[src/rtl/act_lut_pkg.sv]
// Shared constants and types for the activation-function LUT loader.
package act_lut_pkg;

  localparam int unsigned DATA_W      = 8;
  localparam int unsigned ADDR_W      = 4;
  localparam int unsigned LUT_ENTRIES = 2**ADDR_W + 1;

  typedef enum logic [1:0] {
    IDLE,
    LOAD,
    CHECK
  } state_t;

  typedef logic signed [DATA_W-1:0] lut_entry_t;

endpackage

[src/rtl/act_lut_loader_if.sv]
// Byte-stream valid/ready channel feeding the LUT loader.
interface act_lut_loader_if #(
  parameter int DATA_W = act_lut_pkg::DATA_W
);

  logic [DATA_W-1:0] in_data;
  logic              in_valid;
  logic              in_ready;

  modport master (output in_data, output in_valid, input in_ready);
  modport slave  (input in_data, input in_valid, output in_ready);

endinterface

[src/rtl/act_lut_regfile.sv]
// Shadow/active register pair for the LUT: shadow is filled byte by byte,
// active is replaced wholesale by a single commit strobe and is the only
// table visible on the dual read port (addr, addr+1).
module act_lut_regfile import act_lut_pkg::*; #(
  parameter int DATA_W = act_lut_pkg::DATA_W,
  parameter int ADDR_W = act_lut_pkg::ADDR_W
) (
  input  logic                     clk,
  input  logic                     rst,
  input  logic                     i_wr_en,
  input  logic [ADDR_W:0]          i_wr_addr,
  input  logic [DATA_W-1:0]        i_wr_data,
  input  logic                     i_commit,
  input  logic [ADDR_W-1:0]        i_rd_addr,
  output logic signed [DATA_W-1:0] o_rd_base,
  output logic signed [DATA_W-1:0] o_rd_next
);

  localparam int unsigned ENTRIES = 2**ADDR_W + 1;

  logic [DATA_W-1:0] r_shadow [ENTRIES];
  logic [DATA_W-1:0] r_active [ENTRIES];
  logic [ADDR_W:0]   w_rd_lo;
  logic [ADDR_W:0]   w_rd_hi;

  // Shadow write port and whole-table commit into the active copy.
  always_ff @(posedge clk or negedge rst) begin
    if (!rst) begin
      for (int unsigned i = 0; i < ENTRIES; i++) begin
        r_shadow[i] <= '0;
        r_active[i] <= '0;
      end
    end else begin
      if (i_wr_en) begin
        r_shadow[i_wr_addr] <= i_wr_data;
      end
      if (i_commit) begin
        for (int unsigned i = 0; i < ENTRIES; i++) begin
          r_active[i] <= r_shadow[i];
        end
      end
    end
  end

  // Combinational read of two adjacent entries; top address reads the extra
  // 17th entry instead of wrapping.
  always_comb begin
    w_rd_lo   = (ADDR_W+1)'(i_rd_addr);
    w_rd_hi   = w_rd_lo + (ADDR_W+1)'(1);
    o_rd_base = r_active[w_rd_lo];
    o_rd_next = r_active[w_rd_hi];
  end

endmodule

[src/rtl/act_lut_loader.sv]
// Writer side of the activation LUT: accepts 17 entries plus a checksum byte
// over a valid/ready stream, and commits the table only when the checksum
// matches. Exposes the active table on a combinational read port.
module act_lut_loader import act_lut_pkg::*; #(
  parameter int DATA_W = act_lut_pkg::DATA_W,
  parameter int ADDR_W = act_lut_pkg::ADDR_W
) (
  input  logic                     clk,
  input  logic                     rst,
  input  logic                     load_start,
  act_lut_loader_if.slave          s_in,
  input  logic [ADDR_W-1:0]        address,
  output logic signed [DATA_W-1:0] base,
  output logic signed [DATA_W-1:0] next_data,
  output logic                     table_valid,
  output logic                     busy,
  output logic                     done,
  output logic                     err
);

  localparam int unsigned ENTRIES = 2**ADDR_W + 1;
  localparam int unsigned CNT_W   = ADDR_W + 1;
  localparam logic [CNT_W-1:0] LAST_IDX = CNT_W'(ENTRIES - 1);

  state_t            r_state;
  logic [CNT_W-1:0]  r_cnt;
  logic [DATA_W-1:0] r_sum;
  logic              r_in_ready;
  logic              r_busy;
  logic              r_done;
  logic              r_err;
  logic              r_table_valid;

  logic w_hs;
  logic w_shadow_we;
  logic w_csum_ok;
  logic w_commit;

  // Handshake qualification; a load_start on a LOAD edge drops that byte,
  // but a CHECK-byte handshake still commits regardless of load_start.
  always_comb begin
    w_hs        = s_in.in_valid & r_in_ready;
    w_shadow_we = (r_state == LOAD) & w_hs & ~load_start;
    w_csum_ok   = (r_sum == s_in.in_data);
    w_commit    = (r_state == CHECK) & w_hs & w_csum_ok;
  end

  // Load sequencer: counter, checksum accumulator and registered status.
  always_ff @(posedge clk or negedge rst) begin
    if (!rst) begin
      r_state       <= IDLE;
      r_cnt         <= '0;
      r_sum         <= '0;
      r_in_ready    <= 1'b0;
      r_busy        <= 1'b0;
      r_done        <= 1'b0;
      r_err         <= 1'b0;
      r_table_valid <= 1'b0;
    end else begin
      r_done <= 1'b0;
      r_err  <= 1'b0;
      case (r_state)
        IDLE: begin
          if (load_start) begin
            r_state    <= LOAD;
            r_cnt      <= '0;
            r_sum      <= '0;
            r_in_ready <= 1'b1;
            r_busy     <= 1'b1;
          end
        end
        LOAD: begin
          if (load_start) begin
            r_cnt <= '0;
            r_sum <= '0;
          end else if (w_hs) begin
            r_sum <= r_sum + s_in.in_data;
            if (r_cnt == LAST_IDX) begin
              r_state <= CHECK;
            end else begin
              r_cnt <= r_cnt + CNT_W'(1);
            end
          end
        end
        CHECK: begin
          if (w_hs) begin
            if (w_csum_ok) begin
              r_done        <= 1'b1;
              r_table_valid <= 1'b1;
            end else begin
              r_err <= 1'b1;
            end
          end
          if (load_start) begin
            r_state <= LOAD;
            r_cnt   <= '0;
            r_sum   <= '0;
          end else if (w_hs) begin
            r_state    <= IDLE;
            r_in_ready <= 1'b0;
            r_busy     <= 1'b0;
          end
        end
        default: begin
          r_state    <= IDLE;
          r_in_ready <= 1'b0;
          r_busy     <= 1'b0;
        end
      endcase
    end
  end

  act_lut_regfile #(
    .DATA_W (DATA_W),
    .ADDR_W (ADDR_W)
  ) u_regfile (
    .clk       (clk),
    .rst       (rst),
    .i_wr_en   (w_shadow_we),
    .i_wr_addr (r_cnt),
    .i_wr_data (s_in.in_data),
    .i_commit  (w_commit),
    .i_rd_addr (address),
    .o_rd_base (base),
    .o_rd_next (next_data)
  );

  assign s_in.in_ready = r_in_ready;
  assign busy          = r_busy;
  assign done          = r_done;
  assign err           = r_err;
  assign table_valid   = r_table_valid;

endmodule

[src/flat_wrapper.sv]
// flat-port wrapper written by rule: the top's interface ports become plain ports
module act_lut_loader_flat import act_lut_pkg::*;
#(
  parameter int DATA_W = act_lut_pkg::DATA_W,
  parameter int ADDR_W = act_lut_pkg::ADDR_W
)
  (clk, rst, load_start, address, base, next_data, table_valid, busy, done, err, s_in_in_data, s_in_in_valid, s_in_in_ready);
  act_lut_loader_if #(.DATA_W(DATA_W)) s_in_i ();
  input  logic clk;
  input  logic rst;
  input  logic load_start;
  input  logic [ADDR_W-1:0] address;
  output logic signed [DATA_W-1:0] base;
  output logic signed [DATA_W-1:0] next_data;
  output logic table_valid;
  output logic busy;
  output logic done;
  output logic err;
  input wire logic [$bits(s_in_i.in_data)-1:0] s_in_in_data;
  input wire logic [$bits(s_in_i.in_valid)-1:0] s_in_in_valid;
  output wire logic [$bits(s_in_i.in_ready)-1:0] s_in_in_ready;
  assign s_in_i.in_data = s_in_in_data;
  assign s_in_i.in_valid = s_in_in_valid;
  assign s_in_in_ready = s_in_i.in_ready;
  act_lut_loader #(.DATA_W(DATA_W), .ADDR_W(ADDR_W)) u_core (.clk(clk), .rst(rst), .load_start(load_start), .s_in(s_in_i), .address(address), .base(base), .next_data(next_data), .table_valid(table_valid), .busy(busy), .done(done), .err(err));
endmodule
[config.mk]
export PLATFORM = sky130hd
export DESIGN_NAME = act_lut_loader_flat
export DESIGN_NICKNAME = d
export VERILOG_FILES = /design/src/rtl/act_lut_pkg.sv /design/src/rtl/act_lut_loader_if.sv /design/src/rtl/act_lut_regfile.sv /design/src/rtl/act_lut_loader.sv /design/src/flat_wrapper.sv
export SDC_FILE = /design/constraint.sdc
export NUM_CORES = 1
export LEC_CHECK = 0
export ABC_AREA = 1
export CORE_ASPECT_RATIO = 0.5
export CORE_MARGIN = 8
export CORE_UTILIZATION = 45
export CTS_BUF_LIST = sky130_fd_sc_hd__clkbuf_2
export CTS_CLUSTER_SIZE = 25
export DETAILED_ROUTE_END_ITERATION = 7
export GPL_ROUTABILITY_DRIVEN = 0
export SYNTH_ARGS = -nofsm -noshare
export SYNTH_HDL_FRONTEND = slang
export SYNTH_HIERARCHICAL = 1
export SYNTH_SLANG_ARGS = --single-unit
[constraint.sdc]
create_clock -name clk -period 3.1 [get_ports clk]
set_clock_uncertainty 0.1 [all_clocks]
set_input_delay 0.465 -clock clk [delete_from_list [all_inputs] [get_ports clk]]
set_output_delay 0.465 -clock clk [all_outputs]
set_load 0.01 [all_outputs]
# [After elaboration in Yosys (flattened, before gate mapping)]
# Cells that the tools add are included.
[word_totals] ff_bits=291 output_inout_bits=21 inputBits=16 word_cells=116
[op_classes] muxes=35 n_reduce_logical=9 addsub=3 order_cmp=4 eq_ne=14 bitwise=10
[ops] operator="$bwmux W136" n=1
[ops] operator="$bmux W8 S5" n=2
[ops] operator="$mux W8" n=8
[ops] operator="$demux W8 S5" n=1
[ops] operator="$mux W5" n=4
[ops] operator="$ge A6 B6 Y1 const B" n=3
[ops] operator="$pmux W8 S2" n=1
[ops] operator="$mux W2" n=6
[ops] operator="$not A5 Y6" n=2
[ops] operator="$pmux W5 S2" n=1
[ops] operator="$mux W1" n=9
[ops] operator="$add A8 B8 Y8" n=1
[ops] operator="$eq A8 B8 Y1" n=1
[ops] operator="$ne A2 B2 Y1 const B" n=4
[ops] operator="$reduce_and A4 Y1" n=2
[ops] operator="$lt A6 B1 Y1 const B" n=1
[ops] operator="$ne A2 B1 Y1 const B" n=3
[ops] operator="$ne A3 B2 Y1 const B" n=2
[ops] operator="$not A4 Y6" n=1
[ops] operator="$pmux W2 S3" n=1
[ops] operator="$reduce_and A3 Y1" n=2
[ops] operator="$add A4 B1 Y5 const B" n=1
[ops] operator="$add A5 B1 Y5 const B" n=1
[ops] operator="$and A1 B1 Y1" n=5
[ops] operator="other kinds (11)" n=12

# [Logic depth before layout (Yosys ltp)]
# Gate-level depths: netlist of run 1.
[depth] depth_word=6 depth_mapped=11 mapped_depth_nobuf=10

# [Hierarchy]
# Netlist of run 1, hierarchy kept.
[modules_own_cells] module="act_lut_regfile" area_per_inst_um2=12489.5 cells_each=1536 n_inst=1
[modules_own_cells] module="act_lut_loader" area_per_inst_um2=1265.0 cells_each=165 n_inst=1

# [Least setup slack after synthesis of run 1]
# No wires, ideal clock.
[synth_path] path_kind="in2reg" startpoint="input port s_in_in_data[2]" endpoint="register u_core/u_regfile/r_active[3] (netlist bit)" setup_slack_ps=592 n_path_buf=2 arrival_time_ps=2283 setup_ps=125 stages=7 path_cell_list="ha_1 nor2_1 nand3_1 nor4_1 clkbuf_1 clkbuf_1 mux2_2"
[synth_via] elab_chain_cells=2
[synth_rtl] element="start, declared" line_no="flat_wrapper.sv:19" text="input wire logic [$bits(s_in_i.in_data)-1:0] s_in_in_data;"
[synth_rtl] element="$eq A8 B8 Y1" line_no="act_lut_loader.sv:44" text="w_csum_ok = (r_sum == s_in.in_data);"
[synth_rtl] element="$and A1 B1 Y1" line_no="act_lut_loader.sv:45" text="w_commit = (r_state == CHECK) & w_hs & w_csum_ok;"
[synth_rtl] element="net u_core.w_commit" line_no="act_lut_loader.sv:37" text="logic w_commit;"
[synth_rtl] element="end signal, assigned by index" line_no="act_lut_regfile.sv:39" text="r_active[i] <= r_shadow[i];"
[synth_rtl] element="end, declared" line_no="act_lut_regfile.sv:22" text="logic [DATA_W-1:0] r_active [ENTRIES];"
# The timed path passes the listed nets, and every way through them passes these cells.
# A chain may end at the register's enable or synchronous reset.

# [Worst setup path after layout of run 1]
[layout_path] startpoint="input port address[2]" endpoint="output port next_data[4]"
[layout_via] elab_chain_cells=5
[layout_rtl] element="start, declared" line_no="flat_wrapper.sv:12" text="input logic [ADDR_W-1:0] address;"
[layout_rtl] element="$add A4 B1 Y5" line_no="act_lut_regfile.sv:49" text="w_rd_hi = w_rd_lo + (ADDR_W+1)'(1);"
[layout_rtl] element="$not A5 Y6 (implied by the code)" line_no="act_lut_regfile.sv:51" text="o_rd_next = r_active[w_rd_hi];"
[layout_rtl] element="$bmux W8 S5" line_no="act_lut_regfile.sv:51"
[layout_rtl] element="$mux W8 (implied by the code) (2 in series)" line_no="act_lut_regfile.sv:51"
[layout_rtl] element="end, declared" line_no="flat_wrapper.sv:14" text="output logic signed [DATA_W-1:0] next_data;"
# No other way between the ends. The select of a mux whose other input is x is not followed.

==> flow_summary.yaml, run 1 <==
run_status:
  outcome: "finished clean"
place:
  port_buffers: 36
  dpl.hpwl_um: 28200
  dp_slack_ns: -0.219
yosys:
  netlist_instances: 1701
  ys_seq_area_share_pct: 52.9
  ys_types: 34
  synth_nets: 1728
  synth_warnings: 6
  synth_area_leaders: "dfrtp_1, nand2_1, o21ai_0, nand3_1, inv_1"
  ys_ff_latch: 291
  netlist_area_um2: 13800
  synth_top_area_share_pct: 52.9
  yosysTopAreaCell: "dfrtp_1"
  postSynthAreaPerCell_um2: 8.09
cts:
  clockRootBuffer: "clkbuf_2"
  insertion_delay_ns: 0.94
  cts_buffers: 70
  tritoncts: "built"
  clockBufferDepth: 3
  cts_sinks: 291
  htree_levels: 3
  clk_pin_slew_ns: 0.09
detailed_routing:
  drc: 0
  postRouteAntennaNets: 0
  routedWlPerCell_um: 18.7
  avgViaCountPerCell: 5.48
  initialDrtViolationCount: 1456
  vias: 12200
  first_pass_iters: 7
  wirelength_um: 41700
timing:
  period_share_pct: 93.9
  hold_viol_final: 0
  clock.fmax_mhz: 344
  tightest_slew_ns: 0.901
  period_needed_ns: 2.91
  rsz0062_at_grt: "no"
  max_slew_margin_pct: 39.9
  drv_slew: 0
  setup_viol: 0
  finalWorstSetupSlack_ns: 0.190
  hold_ws_ns: 0.223
setup_path:
  crit_path_end_kind: "output pin"
  critPathMaxFanout: 16
  path_common_cell: "nand2_1"
  critical_path.cell_chain: "clkdlybuf4s50_1 -> buf_4 -> xor2_2 -> buf_12 -> nand3_1 -> nand3_1 -> nand2_1 -> nand2_1 -> nand2_1 -> dlygate4sd2_1"
  worst_setup_path_start_kind: "input port"
  crit_arrival_ns: 2.34
  critPathKind: "input port to output pin"
  cp_slowest_cell: "clkdlybuf4s50_1"
  path_buf_inv: 4
  crit_family: "buffers and inverters"
  max_stage_delay_ns: 0.58
  cp_data_required_time_ns: 2.53
min_path:
  hp-class: "input port to register"
global_route:
  use_met3_pct: 7.12
  antenna_found_initial: 2
  gr-usage-met1_pct: 32.1
  overflow: 0
  grt_max_degree: 102
  grt.busiest_layer: "met2"
  grt.total_usage_pct: 22.7
  grt_pass1_vias: 11600
  met2_usage_pct: 32.4
  grt_pass1_wl_um: 65400
job:
  max-cap-violations: 0
layout:
  multiInputGateArea_um2: 5390
  regArea_um2: 7280
  nNetsFinal: 1813
  final_layout_size_suffix_gt1_share_pct: 12.9
  post-route-util_pct: 51.8
  nFillCells: 2981
  area_delta_synth_final_pct: 13.6
die:
  io_pins: 37
  die-height_um: 140
  rows: 45
  die_x_um: 263
  die_area_um2: 36800
  core_area_um2: 30200
  initial_core_util_pct: 45.6
power:
  p_per_area_nw_per_um2: 554
  leakagePower_nw: 7.47
  peakVddDrop_mv: 0.307
## tightest hold or removal path, stage by stage
cell             delay [ns]
clkdlybuf4s50_1        0.39
nand2_1                0.10
inv_1                  0.08
nand3_1                0.08
nand2_1                0.05
## Yosys cell counts, drive strengths merged
| library cell | instances |
|---|---|
| a21oi | 90 |
| buf | 39 |
| clkbuf | 63 |
| clkinv | 1 |
| dfrtp | 291 |
| fa | 1 |
| ha | 10 |
| inv | 176 |
| mux2 | 8 |
| nand2 | 462 |
| nand3 | 159 |
| nand3b | 2 |
| nand4 | 19 |
| nor2 | 41 |
| nor3 | 11 |
| nor4 | 2 |
| o211ai | 2 |
| o21ai | 319 |
| or2 | 1 |
| xnor2 | 1 |
| xor2 | 3 |
## path summary, 6_finish.rpt
| check | startpoint | endpoint | slack, ns | depth (start not counted) |
|---|---|---|---|---|
| max in group asynchronous | rst | u_core/u_regfile/r_active[73] | 1.75 | 4 |
| min in group asynchronous | rst | u_core/u_regfile/r_active[85] | 0.45 | 3 |
| setup / recovery | address[2] | next_data[4] | 0.19 | 10 |
| setup reg to reg | u_core/r_sum[2] | u_core/u_regfile/r_active[70] | 0.79 | 9 |
| hold / removal | s_in_in_valid | u_core/table_valid | 0.22 | 5 |
| hold reg to reg | u_core/u_regfile/r_shadow[72] | u_core/u_regfile/r_active[72] | 0.33 | 2 |
## report_power, final
group	total, mW	switching [mW]	internal, mW
combinational	1.72	1.11	0.613
sequential	4.47	0.256	4.21
clock	2.46	1.56	0.908
## area by class of cell
type                       count  area share, %
timing repair buffer         115           7.74
sequential                   291           46.6
tap                          399           3.20
inverter                     177           4.25
clock inverter                17          0.593
antenna                        2         0.0320
clock buffer                  96           3.08
multi-input combinational   1131           34.5
## state kept, by name, summed over array words and instances (netlist names)
register	cells
u_core/r_cnt	5
u_core/table_valid	1
u_core/r_state	2
u_core/r_sum	8
u_core/u_regfile/r_shadow	136
u_core/done	1
u_core/u_regfile/r_active	136
u_core/busy	1
u_core/err	1
## layout by cell type (no fill, tap or decap), types with 8 or more instances in the layout
master	n
buf_4	56
nand2_1	458
dfrtp_1	291
ha_1	9
clkbuf_2	97
mux2_2	8
clkinv_1	11
nand4_1	19
nand3_1	158
nor3_2	9
inv_1	160
inv_2	20
dlygate4sd2_1	16
o21ai_0	304
a21oi_1	90
buf_12	20
nor2_1	34
clkdlybuf4s50_1	17
o21ai_1	13
## per-layer routing
layer / vias up / part of all wire [%]
met5: - / 0
met4: 0 / 3.0
met3: 98 / 9.1
met2: 497 / 43
met1: 5883 / 45
li1: 5734 / -
## timing repair
action | 4_1_cts | 5_1_grt
resized for setup | 28 | 5
setup buffers | 0 | 0
hold buffers | 3 | 0
gates cloned | 0 | 0
hold endpoints to repair | 290 | 0
endpoints found under the setup margin | 16 | 4
pin swaps | 4 | 1
## cells by family after synthesis
family | Yosys count | share of synthesized area (%)
flip-flops | 291 | 52.9
buffers and inverters | 279 | 8.09
multiplexers | 8 | 0.655
AO/OA/AOI/OAI | 411 | 15.1
AND/OR/NAND/NOR | 697 | 21.8
XOR/XNOR | 4 | 0.364
adder cells (fa/ha/maj) | 11 | 1.06
## per-stage QoR
stage	instance area, µm²	instances	power, mW	TNS [ns]
6_report	15600	2228	8.66	0
5_1_grt	15600	2228	9.20	0
4_1_cts	15600	2226	8.73	0
3_5_place_dp	15000	2110	6.25	-1.76
3_3_place_gp	15000	2110	6.17	-1.64
2_1_floorplan	13800	1701	5.57	0
Power figures use the tool's default switching activity.
==> run 2: changes to the inputs <==
- SLEW_MARGIN: default -> 30
- clock period: 3.1 -> 3.5 ns (I/O delays scaled with it)
==> run 2 against run 1 <==
Sequential cell count unchanged. Utilization decreased by 0.30 points. Combinational power decreased by 12%. Hold slack got worse by 0.11 ns. Critical path depth decreased by 3. Critical path type is now register to output pin.
==> flow_summary.yaml, run 2 (synthesis gave the netlist of run 1 again) <==
layout:
  top_regs: "u_core/u_regfile/r_active x136, u_core/u_regfile/r_shadow x136, u_core/r_sum x8"
  nFillCells: 2933
  layout_common_cells: "nand2_1, o21ai_0, dfrtp_1"
  layout_commonest_cell: "nand2_1"
  final_layout_size_suffix_gt1_share_pct: 11.9
  postLayoutCellArea_um2: 15500
  nNetsFinal: 1797
  multiInputGateArea_um2: 5390
  regArea_um2: 7280
  n_antenna_cell: 0
  area_delta_synth_final_pct: 12.9
global_route:
  gr-usage-met1_pct: 31.6
  grt.total_usage_pct: 22.0
  antenna_found_initial: 0
  met2_usage_pct: 31.3
  grt_pass1_vias: 11300
  overflow: 0
  grt_max_degree: 100
  use_met3_pct: 7.16
  grt_pass1_wl_um: 63400
  grt.busiest_layer: "met1"
detailed_routing:
  postRouteAntennaNets: 0
  first_pass_iters: 6
  drc: 0
  initialDrtViolationCount: 1514
  wirelength_um: 41000
  vias: 12100
  avgViaCountPerCell: 5.46
  routedWlPerCell_um: 18.5
die:
  core_area_um2: 30200
  die-height_um: 140
  rows: 45
  die_x_um: 263
  io_pins: 37
  initial_core_util_pct: 45.6
  die_area_um2: 36800
cts:
  insertion_delay_ns: 0.94
  clockRootBuffer: "clkbuf_2"
  cts_setup_buffers: 0
  tritoncts: "built"
  clockBufferDepth: 3
  cts_sinks: 291
  htree_levels: 3
  clk_pin_slew_ns: 0.12
  cts_buffers: 69
timing:
  rsz0062_at_grt: "no"
  clock.fmax_mhz: 301
  period_share_pct: 94.8
  hold_ws_ns: 0.116
  hold_viol_final: 0
  max_slew_margin_pct: 35.2
  period_needed_ns: 3.32
  setup_tns_ns: 0
  setup_viol: 0
  drv_slew: 0
  tightest_slew_ns: 0.965
power:
  p_seq_share_pct: 49.9
  internal_power_mw: 5.32
  p_sw_share_pct: 32.9
  combPwrFrac_pct: 19.0
  leakagePower_nw: 7.43
  peakVddDrop_mv: 0.302
  p_sw_mw: 2.61
  p_per_area_nw_per_um2: 511
  clkPwrFrac_pct: 31.1
setup_path:
  cp_data_required_time_ns: 2.87
  critPathMaxFanout: 3
  critical_path.cell_chain: "inv_1 -> a21oi_1 -> o21ai_0 -> nand3_1 -> nand4_1 -> nand2_1 -> clkdlybuf4s50_1"
  critPathKind: "register to output pin"
  crit_arrival_ns: 2.69
  max_stage_delay_ns: 0.55
  crit_path_end_kind: "output pin"
  cp_slowest_cell: "clkdlybuf4s50_1"
  worst_setup_path_start_kind: "register"
job:
  max-cap-violations: 0
place:
  port_buffers: 36
  dpl.hpwl_um: 27600
  dpl_cell_area_um2: 14800
min_path:
  hp-class: "input port to async pin"
run_status:
  outcome: "finished clean"
[run 2: changes by cell type in the layout (fill, tap and decap cells not counted), moves of 3 or more]
cell	delta
clkdlybuf4s50_1	+15
dlygate4sd2_1	-16
buf_4	-6
inv_2	-7
inv_1	+3
bufinv_16	+3
clkbuf_2	+3
buf_12	-7
[run 2: layer usage]
metal	vias to the layer above	routed length (µm)	share of wire, %
met4	0	682	1.7
met2	515	17300	42
li1	5703	-	-
met3	58	3910	9.5
met5	-	0	0
met1	5822	19100	47
[run 2: path summary, 6_finish.rpt]
check / startpoint / cells after the start / end / slack [ns]
min reg2reg: u_core/u_regfile/r_shadow[15] / 2 / u_core/u_regfile/r_active[15] / 0.34
max: u_core/u_regfile/r_active[127] / 7 / base[7] / 0.18
max reg2reg: u_core/r_sum[6] / 7 / u_core/u_regfile/r_active[1] / 1.05
min in group clk: s_in_in_valid / 5 / u_core/table_valid / 0.23
min: rst / 2 / u_core/u_regfile/r_active[70] / 0.12
max in group asynchronous: rst / 3 / u_core/u_regfile/r_active[10] / 2.28
[run 2: cell type report]
class	count	area share (%)
repair buffers	100	6.55
well taps	399	3.21
inverters	177	4.28
multi-input cells	1131	34.7
flip-flops and latches	291	46.9
clock buffers	100	3.22
clock inverters	18	1.15
[run 2: power by group through the flow]
stage	clock (mW)	combinational (mW)	sequential (mW)
2_1_floorplan	0	0.972	3.96
3_3_place_gp	0	1.43	4.00
3_5_place_dp	0	1.49	4.01
4_1_cts	2.54	1.50	3.95
5_1_grt	2.70	1.68	4.00
6_report	2.47	1.51	3.96
[run 2: through the flow]
step / util [%] / power, mW / setup WS, ns / cells
finish: 51.5 / 7.93 / 0.182 / 2216
global route: 51.5 / 8.38 / 0.00215 / 2216
CTS: 51.3 / 7.99 / 0.0000251 / 2216
detailed placement: 49.0 / 5.50 / -0.0974 / 2097
global placement: 49.0 / 5.43 / -0.0884 / 2097
floorplan: - / 4.94 / 0.932 / 1701
[run 2: worst max-delay path: cells and delay by family, from the launching register on]
kind	cells	cell delay, ns
simple gates	3	0.52
buf+inv	2	0.64
compound gates	2	0.23
flops	1	0.35
[run 2: what timing repair did]
item	in CTS	in global routing
hold endpoints to repair	135	0
hold buffers	1	0
setup endpoints to repair	8	9
gates resized for setup	4	9
pin swaps	0	1
==> run 3: changes to the inputs <==
- CORE_UTILIZATION: 45 -> 55
- PLACE_DENSITY: default -> 0.72
==> run 3 against run 2 <==
Count of clock-buffer cells in the layout down 8. Global-route usage is 3.5 points higher. Via count is 1.1% higher. Utilization grew 9.5 points. Non-clock buffer count shrank 20. Combinational power is essentially flat. Routed wire length down 6.2%. Total power shrank 5.7%. Hold slack gained 0.054 ns.
==> flow_summary.yaml, run 3 (synthesis gave the netlist of run 1 again) <==
run_status:
  outcome: "finished clean"
power:
  combPwrFrac_pct: 20.2
  p_sw_mw: 2.52
  leakagePower_nw: 7.24
  p_seq_share_pct: 52.9
  peakVddDrop_mv: 0.316
  clkPwrFrac_pct: 26.9
  internal_power_mw: 4.96
  p_per_area_nw_per_um2: 493
  p_sw_share_pct: 33.7
detailed_routing:
  routedWlPerCell_um: 18.0
  initialDrtViolationCount: 1625
  drc: 0
  postRouteAntennaNets: 0
  vias: 12200
  wirelength_um: 38500
  first_pass_iters: 8
  avgViaCountPerCell: 5.74
timing:
  finalWorstSetupSlack_ns: 0.181
  hold_viol_final: 0
  setup_viol: 0
  max_slew_margin_pct: 28.6
  clock.fmax_mhz: 301
  drv_slew: 0
  rsz0062_at_grt: "no"
  period_share_pct: 94.8
  tightest_slew_ns: 1.07
  setup_tns_ns: 0
  period_needed_ns: 3.32
cts:
  cts_buffers: 68
  insertion_delay_ns: 0.86
  clockBufferDepth: 3
  tritoncts: "built"
  clockRootBuffer: "clkbuf_2"
  cts_sinks: 291
  clk_pin_slew_ns: 0.10
  htree_levels: 3
global_route:
  grt.total_usage_pct: 25.4
  grt_max_degree: 104
  grt_pass1_vias: 11600
  grt_pass1_wl_um: 61700
  antenna_found_initial: 0
  overflow: 0
die:
  io_pins: 37
  die-height_um: 128
  core_area_um2: 24900
  initial_core_util_pct: 55.3
  rows: 41
  die_x_um: 240
  die_area_um2: 30600
place:
  dpl.hpwl_um: 25400
  port_buffers: 36
  dp_cells: 2019
  dp_slack_ns: 0.0167
min_path:
  hp-class: "input port to async pin"
setup_path:
  worst_setup_path_start_kind: "input port"
  cp_data_required_time_ns: 2.87
  critPathMaxFanout: 84
  crit_arrival_ns: 2.69
  crit_start: "address[0]"
  reg2reg_from: "u_core/busy"
  crit_path_end_kind: "output pin"
  critPathKind: "input port to output pin"
layout:
  nFillCells: 2144
  instances_no_fill: 2133
  final_layout_size_suffix_gt1_share_pct: 10.3
  nNetsFinal: 1776
  top_regs: "u_core/u_regfile/r_active x136, u_core/u_regfile/r_shadow x136, u_core/r_sum x8"
  layout_common_cells: "nand2_1, o21ai_0, dfrtp_1"
  n_antenna_cell: 0
  area_delta_synth_final_pct: 10.2
  layout_commonest_cell: "nand2_1"
job:
  max-cap-violations: 0
## run 3: power by group through the flow
stage | Sequential, mW | Clock (mW) | Combinational [mW]
floorplan | 3.96 | 0 | 0.972
global placement | 4.00 | 0 | 1.42
detailed placement | 4.02 | 0 | 1.47
CTS | 3.95 | 2.07 | 1.48
global route | 4.00 | 2.24 | 1.69
finish | 3.96 | 2.02 | 1.51
## run 3: what timing repair did
item | 4_1_cts | 5_1_grt
endpoints found under the hold margin | 75 | 0
endpoints found under the setup margin | 0 | 16
resized for setup | 0 | 9
hold buffers | 1 | 0
buffers inserted | 0 | 3
## run 3: cell type report
type	count	area (µm²)	share of cell area [%]
inverters	177	668	4.41
well taps	344	430	2.84
flip-flops and latches	291	7280	48.0
repair buffers	80	858	5.66
clock buffers	92	460	3.04
clock inverters	18	70.1	0.462
multi-input cells	1131	5390	35.6
## run 3: worst paths after layout
kind                            slack, ns                        endpoint  cells past startpoint
worst min register to register       0.35  u_core/u_regfile/r_active[111]                      2
worst max register to register       0.75  u_core/u_regfile/r_shadow[110]                      9
worst max-delay path                 0.18                    next_data[3]                     12
worst min-delay path                 0.17  u_core/u_regfile/r_shadow[121]                      2
min in group clk                     0.35  u_core/u_regfile/r_active[111]                      2
max in group asynchronous            2.16   u_core/u_regfile/r_active[36]                      3
## run 3: through the flow
stage | hold slack (ns) | instance area, µm² | total power, mW | util, %
after CTS | 0.110 | 15100 | 7.50 | 60.7
after floorplan | 0.129 | 13800 | 4.94 | -
final | 0.170 | 15200 | 7.48 | 60.9
after global routing | 0.115 | 15200 | 7.93 | 60.9
after detailed placement | 0.349 | 14600 | 5.49 | 58.5
after global placement | 0.348 | 14600 | 5.42 | 58.5
## run 3: worst max-delay path, stage by stage
cell and delay [ns]:
buf_4 0.12, buf_12 0.31, inv_2 0.13, buf_4 0.24
nand2_1 0.12, nand3_1 0.10, nand3_1 0.10, nand3_1 0.15
nand2_1 0.09, nand2_1 0.12, nand2_1 0.10, clkdlybuf4s50_1 0.54
## run 3: routing by layer
layer	vias up	part of all wire, %	GRT usage [%]
li1	5658	-	-
met1	5859	44	36.3
met2	633	42	36.5
met3	81	11	7.15
met4	2	2.7	9.11
met5	-	0.16	1.68
